===== config.mk =====
export PLATFORM = sky130hd
export DESIGN_NAME = execute_stage_mdu
export DESIGN_NICKNAME = d
export VERILOG_FILES = /design/src/rtl/exec_pkg.sv /design/src/rtl/iter_muldiv.sv /design/src/rtl/execute_stage_mdu.sv
export SDC_FILE = /design/constraint.sdc
export NUM_CORES = 2
export LEC_CHECK = 0
export BUFFER_PORTS_ARGS = -buffer_cell sky130_fd_sc_hd__buf_2
export CAP_MARGIN = 25
export CELL_PAD_IN_SITES_DETAIL_PLACEMENT = 1
export CELL_PAD_IN_SITES_GLOBAL_PLACEMENT = 2
export CORE_ASPECT_RATIO = 0.7
export CORE_UTILIZATION = 38
export CTS_BUF_LIST = sky130_fd_sc_hd__clkbuf_4 sky130_fd_sc_hd__clkbuf_8 sky130_fd_sc_hd__clkbuf_16
export DETAILED_ROUTE_END_ITERATION = 6
export PLACE_DENSITY = 0.9
export SLEW_MARGIN = 30
export SYNTH_ARGS = -nofsm -noshare
export SYNTH_HDL_FRONTEND = slang
export SYNTH_SLANG_ARGS = --single-unit

===== constraint.sdc =====
create_clock -name clk -period 21.1 [get_ports clk]
set_clock_uncertainty 0.15 [all_clocks]
set_input_delay 3.165 -clock clk [delete_from_list [all_inputs] [get_ports clk]]
set_output_delay 3.165 -clock clk [all_outputs]
set_load 0.005 [all_outputs]

===== src/rtl/exec_pkg.sv =====
// exec_pkg: shared encodings for the execute stage and its multiply/divide unit
package exec_pkg;
  typedef enum logic [3:0] {
    ALU_ADD, ALU_SUB, ALU_AND, ALU_OR, ALU_XOR, ALU_SLT,
    ALU_SLTU, ALU_SLL, ALU_SRL, ALU_SRA, ALU_PASSB
  } alu_op_t;
  typedef enum logic [2:0] {
    BR_EQ = 3'b000, BR_NE = 3'b001, BR_LT = 3'b100,
    BR_GE = 3'b101, BR_LTU = 3'b110, BR_GEU = 3'b111
  } br_op_t;
  typedef enum logic [2:0] {
    MDU_MUL, MDU_MULH, MDU_MULHSU, MDU_MULHU,
    MDU_DIV, MDU_DIVU, MDU_REM, MDU_REMU
  } mdu_op_t;
  localparam logic [1:0] FWD_REG = 2'b00;
  localparam logic [1:0] FWD_W = 2'b01;
  localparam logic [1:0] FWD_M = 2'b10;
  typedef enum logic [1:0] {IDLE, RUN, DONE} mdu_state_t;
endpackage


===== src/rtl/iter_muldiv.sv =====
// iter_muldiv: one-bit-per-cycle shift-add multiplier and restoring divider
module iter_muldiv
  import exec_pkg::*;
#(
  parameter int XLEN = 32
) (
  input  logic            clk,
  input  logic            rst,
  input  logic            start,
  input  logic [2:0]      op,
  input  logic [XLEN-1:0] a,
  input  logic [XLEN-1:0] b,
  output logic            busy,
  output logic            done,
  output logic [XLEN-1:0] result
);
  localparam int CW = $clog2(XLEN);
  localparam logic [XLEN-1:0] MIN = {1'b1, {(XLEN-1){1'b0}}};
  mdu_state_t state, state_n;
  logic [CW-1:0] cnt;
  logic [2*XLEN-1:0] p, prod;
  logic [XLEN-1:0] d, a_q, q_s, r_s, ma, mb;
  logic [XLEN:0] msum, rsh, rdiff;
  logic [2:0] op_q;
  logic na, nb, dz, ovf, na_c, nb_c;
  // operands are reduced to magnitudes at capture; signs are reapplied in DONE
  assign na_c = (op inside {MDU_MUL, MDU_MULH, MDU_MULHSU, MDU_DIV, MDU_REM}) & a[XLEN-1];
  assign nb_c = (op inside {MDU_MUL, MDU_MULH, MDU_DIV, MDU_REM}) & b[XLEN-1];
  assign ma = na_c ? -a : a;
  assign mb = nb_c ? -b : b;
  // p holds {partial product, multiplier} or {remainder, quotient}
  assign msum = {1'b0, p[2*XLEN-1:XLEN]} + (p[0] ? {1'b0, d} : '0);
  assign rsh = {p[2*XLEN-1:XLEN], p[XLEN-1]};
  assign rdiff = rsh - {1'b0, d};
  assign prod = (na ^ nb) ? -p : p;
  assign q_s = (na ^ nb) ? -p[XLEN-1:0] : p[XLEN-1:0];
  assign r_s = na ? -p[2*XLEN-1:XLEN] : p[2*XLEN-1:XLEN];
  assign result = !op_q[2] ? ((op_q == MDU_MUL) ? prod[XLEN-1:0] : prod[2*XLEN-1:XLEN]) :
                  !op_q[1] ? (dz ? '1 : ovf ? MIN : q_s) :
                  (dz ? a_q : ovf ? '0 : r_s);
  // state register
  always_ff @(posedge clk or posedge rst)
    if (rst) state <= IDLE;
    else state <= state_n;
  // next state and status; busy drops in DONE so the result can retire
  always_comb begin
    state_n = state;
    busy = start & ~rst & (state != DONE);
    done = state == DONE;
    case (state)
      IDLE: state_n = start ? RUN : IDLE;
      RUN: state_n = (cnt == '0) ? DONE : RUN;
      default: state_n = IDLE;
    endcase
  end
  // datapath: capture in IDLE, one iteration per RUN cycle
  always_ff @(posedge clk or posedge rst)
    if (rst) begin
      {cnt, p, d, a_q, op_q, na, nb, dz, ovf} <= '0;
    end else if (state == IDLE && start) begin
      cnt <= CW'(XLEN - 1);
      p <= {{XLEN{1'b0}}, op[2] ? ma : mb};
      d <= op[2] ? mb : ma;
      a_q <= a;
      op_q <= op;
      na <= na_c;
      nb <= nb_c;
      dz <= b == '0;
      ovf <= (op == MDU_DIV || op == MDU_REM) && a == MIN && b == '1;
    end else if (state == RUN) begin
      cnt <= cnt - 1'b1;
      p <= !op_q[2] ? {msum, p[XLEN-1:1]} :
           rdiff[XLEN] ? {rsh[XLEN-1:0], p[XLEN-2:0], 1'b0} :
           {rdiff[XLEN-1:0], p[XLEN-2:0], 1'b1};
    end
endmodule


===== src/rtl/execute_stage_mdu.sv =====
// execute_stage_mdu: forwarding, ALU, branch resolution, MDU and the E/M register
module execute_stage_mdu
  import exec_pkg::*;
#(
  parameter int XLEN = 32,
  parameter int REGW = 5,
  parameter bit MDU_EN = 1'b1
) (
  input  logic            clk,
  input  logic            rst,
  input  logic            regwriteE,
  input  logic            memwriteE,
  input  logic [1:0]      resultsrcE,
  input  logic            jumpE,
  input  logic            jalrE,
  input  logic            branchE,
  input  logic [2:0]      branchopE,
  input  logic [3:0]      alucontrolE,
  input  logic            alusrcE,
  input  logic            mdu_validE,
  input  logic [2:0]      mduopE,
  input  logic [XLEN-1:0] rd1E,
  input  logic [XLEN-1:0] rd2E,
  input  logic [XLEN-1:0] pcE,
  input  logic [XLEN-1:0] immextE,
  input  logic [XLEN-1:0] pcplus4E,
  input  logic [REGW-1:0] rdE,
  input  logic [1:0]      forwardAE,
  input  logic [1:0]      forwardBE,
  input  logic [XLEN-1:0] resultW,
  output logic [XLEN-1:0] pctargetE,
  output logic            pcsrcE,
  output logic            busyE,
  output logic            regwriteM,
  output logic            memwriteM,
  output logic [1:0]      resultsrcM,
  output logic [REGW-1:0] rdM,
  output logic [XLEN-1:0] aluresultM,
  output logic [XLEN-1:0] writedataM,
  output logic [XLEN-1:0] pcplus4M
);
  localparam int SW = $clog2(XLEN);
  logic [XLEN-1:0] src_a, src_b, writedata_e, alu_result, mdu_result, jalr_sum;
  logic [SW-1:0] shamt;
  logic taken, mdu_busy, mdu_done;
  assign src_a = (forwardAE == FWD_W) ? resultW : (forwardAE == FWD_M) ? aluresultM : rd1E;
  assign writedata_e = (forwardBE == FWD_W) ? resultW : (forwardBE == FWD_M) ? aluresultM : rd2E;
  assign src_b = alusrcE ? immextE : writedata_e;
  assign shamt = src_b[SW-1:0];
  assign jalr_sum = src_a + immextE;
  assign pctargetE = jalrE ? {jalr_sum[XLEN-1:1], 1'b0} : pcE + immextE;
  assign pcsrcE = jumpE | (branchE & taken);
  assign busyE = mdu_busy;
  // ALU; unassigned encodings produce zero
  always_comb begin
    alu_result = '0;
    case (alucontrolE)
      ALU_ADD: alu_result = src_a + src_b;
      ALU_SUB: alu_result = src_a - src_b;
      ALU_AND: alu_result = src_a & src_b;
      ALU_OR: alu_result = src_a | src_b;
      ALU_XOR: alu_result = src_a ^ src_b;
      ALU_SLT: alu_result = {{(XLEN-1){1'b0}}, $signed(src_a) < $signed(src_b)};
      ALU_SLTU: alu_result = {{(XLEN-1){1'b0}}, src_a < src_b};
      ALU_SLL: alu_result = src_a << shamt;
      ALU_SRL: alu_result = src_a >> shamt;
      ALU_SRA: alu_result = $unsigned($signed(src_a) >>> shamt);
      ALU_PASSB: alu_result = src_b;
      default: alu_result = '0;
    endcase
  end
  // branch condition compares the two register operands
  always_comb begin
    taken = 1'b0;
    case (branchopE)
      BR_EQ: taken = src_a == writedata_e;
      BR_NE: taken = src_a != writedata_e;
      BR_LT: taken = $signed(src_a) < $signed(writedata_e);
      BR_GE: taken = $signed(src_a) >= $signed(writedata_e);
      BR_LTU: taken = src_a < writedata_e;
      BR_GEU: taken = src_a >= writedata_e;
      default: taken = 1'b0;
    endcase
  end
  if (MDU_EN) begin : g_mdu
    iter_muldiv #(.XLEN(XLEN)) u_mdu (
      .clk(clk), .rst(rst), .start(mdu_validE), .op(mduopE), .a(src_a), .b(writedata_e),
      .busy(mdu_busy), .done(mdu_done), .result(mdu_result)
    );
  end else begin : g_no_mdu
    assign mdu_busy = 1'b0;
    assign mdu_done = 1'b0;
    assign mdu_result = '0;
  end
  // E/M pipeline register; inserts bubbles while the MDU is iterating
  always_ff @(posedge clk or posedge rst)
    if (rst) begin
      {regwriteM, memwriteM, resultsrcM, rdM, aluresultM, writedataM, pcplus4M} <= '0;
    end else if (busyE) begin
      {regwriteM, memwriteM, resultsrcM, rdM, aluresultM, writedataM, pcplus4M} <= '0;
    end else begin
      regwriteM <= regwriteE;
      memwriteM <= memwriteE;
      resultsrcM <= resultsrcE;
      rdM <= rdE;
      aluresultM <= (mdu_validE & mdu_done) ? mdu_result : alu_result;
      writedataM <= writedata_e;
      pcplus4M <= pcplus4E;
    end
endmodule


==> flow_summary.json <==
{
  "status": "complete, but fails checks",
  "violations": "DRC",
  "drcViolationCount": 12,
  "leakage_nw": 16.6,
  "wire_per_inst_um": 34.3,
  "initial_core_util": 0.387,
  "drive_gt1_frac": 0.148,
  "postSynth.asyncResetShare": 1.00,
  "cts_resized": 0,
  "hold_viol": 0,
  "p_switching_mw": 2.73,
  "comb_power_share": 0.692,
  "crit_required_ps": 17790,
  "holdBufCountCts": 0,
  "grt_overflow_total": 0,
  "pin_count": 361,
  "nets": 5271,
  "ir_worst_vdd_uv": 106,
  "first_global_vias": 37726,
  "cts_buffers": 31,
  "multi_input_area_sq_um": 25500,
  "seqPwrFrac": 0.182,
  "drv_slew": 0,
  "fin_util": 0.434,
  "antenna_found_initial": 24,
  "gp_congestion": 1.13,
  "vias": 40479,
  "hpwlAfterDp_mm": 162,
  "synth_fp_nets": 5107,
  "yosysTopAreaCell": "dfrtp_1",
  "cp_max_fo": 31,
  "yosysWarnings": 0,
  "synth.avg_cell_area_sq_um": 7.25,
  "drt_iter0_drc": 6202,
  "power_density_nw_per_um2": 130,
  "fillers": 10986,
  "crit_type": "in2out",
  "worstMarginPinSlew_ps": 1120,
  "synth_flop_cell": "dfrtp_1",
  "netlist_area_sq_um": 33500,
  "synthCells": 4621,
  "max-slew-margin-rel": 0.251,
  "synth_top_area_frac": 0.184,
  "clk_pin_slew_ps": 60,
  "core-area_sq_um": 86700,
  "vias_per_cell": 6.77,
  "die-area_sq_um": 89400,
  "root_buffer": "clkbuf_16",
  "cts_tree": "yes",
  "worstHoldPathType": "reg2reg",
  "insertion_delay_ps": 670,
  "cts_setup_buffers": 0,
  "synth-seq-cells": 247,
  "holdPathStages": 2,
  "seq_area_sq_um": 6190,
  "clockPowerShare": 0.127,
  "switching_share": 0.557,
  "clockBufferDepth": 3,
  "fin_crit_ps": 12440,
  "dr.pass1.iters": 7,
  "synthToLayoutAreaGrowth_pct": 12.2,
  "ant_nets": 0,
  "clock.fmax_ghz": 0.0804,
  "layout_commonest_cell": "nor2_1",
  "htree_levels": 1,
  "drv_cap": 0,
  "clock_sinks": 247,
  "grt_pass1_wl_mm": 286,
  "die_x_um": 357,
  "layout_common_cells": "nor2_1, a21oi_1, nand2_1",
  "grt_start_max_net_pins": 118,
  "internal-power_mw": 2.17,
  "yosysUniqueCellTypes": 101,
  "wirelength_mm": 205,
  "worstPathArrival_ps": 9120,
  "ys_seq_area_frac": 0.184,
  "rows": 90,
  "synth.area.top_cells": "dfrtp_1, ha_1, a21oi_1",
  "power_mw": 4.90,
  "setup_violations": 0,
  "fin_crit_sh": 0.589,
  "die_height_um": 250,
  "setup.worst_path.start_class": "input port",
  "synth_edf_count": 0,
  "port_buffers": 360,
  "rr_worst_depth": 17,
  "setup_tns_ps": 0,
  "rsz0062_at_grt": "false",
  "grtUsageTotal": 0.441,
  "worstSetupEndpointType": "output port"
}
[sequential cells by signal (all words and copies together) (netlist names), 5 cells and up]
signal / flops
g_mdu.u_mdu.a_q: 32
pcplus4M: 32
rdM: 5
writedataM: 32
g_mdu.u_mdu.cnt: 5
g_mdu.u_mdu.p: 64
g_mdu.u_mdu.d: 32
aluresultM: 32
[power groups by stage]
stage / logic (mW) / registers [mW] / clock network (mW)
floorplan: 2.27 / 0.726 / 0
global placement: 3.15 / 0.877 / 0
detailed placement: 3.22 / 0.885 / 0
CTS: 3.25 / 0.877 / 0.625
global route: 3.60 / 0.903 / 0.640
finish: 3.39 / 0.889 / 0.620
[layout make-up]
type,instances,share of cell area
clock buffer,41,0.0236
clock inverter,17,0.00665
timing repair buffer,465,0.0693
antenna,15,0.000998
sequential,247,0.164
inverter,190,0.0192
tap,1150,0.0382
multi-input combinational,3850,0.678
[cells by family (layout without fill, tap and decap cells)]
group / Yosys count / after routing / share of synthesized area
AOI/OAI and AO/OA: 1635 / 1635 / 0.311
and+or+nand+nor: 1451 / 1451 / 0.201
buffers and inverters: 524 / 713 / 0.0617
xor gates and xnor gates: 272 / 272 / 0.0713
adders and majority gates: 264 / 264 / 0.0997
DFF: 247 / 247 / 0.184
muxes: 228 / 228 / 0.0705
other: 0 / 15 / 0
[worst paths after layout]
path | from | end | slack (ps)
min in group asynchronous | rst | writedataM[24] | 2360
max in group asynchronous | rst | aluresultM[30] | 17210
worst max-delay path | forwardAE[1] | pctargetE[28] | 8660
worst max register to register | aluresultM[12] | aluresultM[24] | 14510
worst min register to register | g_mdu.u_mdu.a_q[30] | g_mdu.u_mdu.a_q[30] | 330
worst min-delay path | g_mdu.u_mdu.a_q[30] | g_mdu.u_mdu.a_q[30] | 330
[critical path, stage by stage]
cell,delay [ps]
buf_2,570
xor2_4,250
buf_4,330
o221ai_2,840
inv_2,310
ha_1,420
nor2b_1,150
o21ai_0,200
a21boi_0,210
o211ai_1,400
a21oi_1,190
o311ai_0,610
a21oi_1,300
o211ai_1,350
a21oi_1,130
xnor2_1,140
a21oi_1,320
buf_2,190
[cells in the mapped netlist (18+ instances only)]
library cell,number
nor2_1,512
dfrtp_1,247
o21ai_0,423
o211ai_1,64
and2_1,58
o22ai_1,18
nand3_1,84
a211oi_1,97
buf_1,38
nand2b_1,47
o31ai_1,38
a21o_1,86
nand4_1,25
a21oi_1,448
nor2b_1,38
nand2_1,419
xnor2_1,170
nor3_1,80
xor2_1,101
a31oi_1,54
or2_2,19
o21bai_1,31
or3b_2,26
o21a_1,24
mux2_2,54
nor4_1,36
a22oi_1,45
o221ai_1,55
ha_1,259
or3_1,26
a221oi_1,21
inv_1,175
clkbuf_1,252
mux2i_1,172
buf_2,32
a21boi_0,18
o21ai_1,25
a211o_1,20
and3_1,18
[layer usage]
| layer | share of wire | GRT usage |
|---|---|---|
| met2 | 0.36 | 0.557 |
| met5 | 0.0023 | 0.0238 |
| met1 | 0.44 | 0.645 |
| met4 | 0.036 | 0.136 |
| met3 | 0.15 | 0.196 |
[through the flow]
step           hold slack (ps)  instances  setup slack, ps  cell area (sq um)
3_5_place_dp               320       5902             9010              36400
5_1_grt                    348       5966             8460              37600
2_1_floorplan              291       4621             7500              33500
4_1_cts                    333       5960             8990              37500
3_3_place_gp               304       5901             9100              36400
6_report                   330       5975             8660              37600
Note: power is estimated with default switching activity, not from simulation.
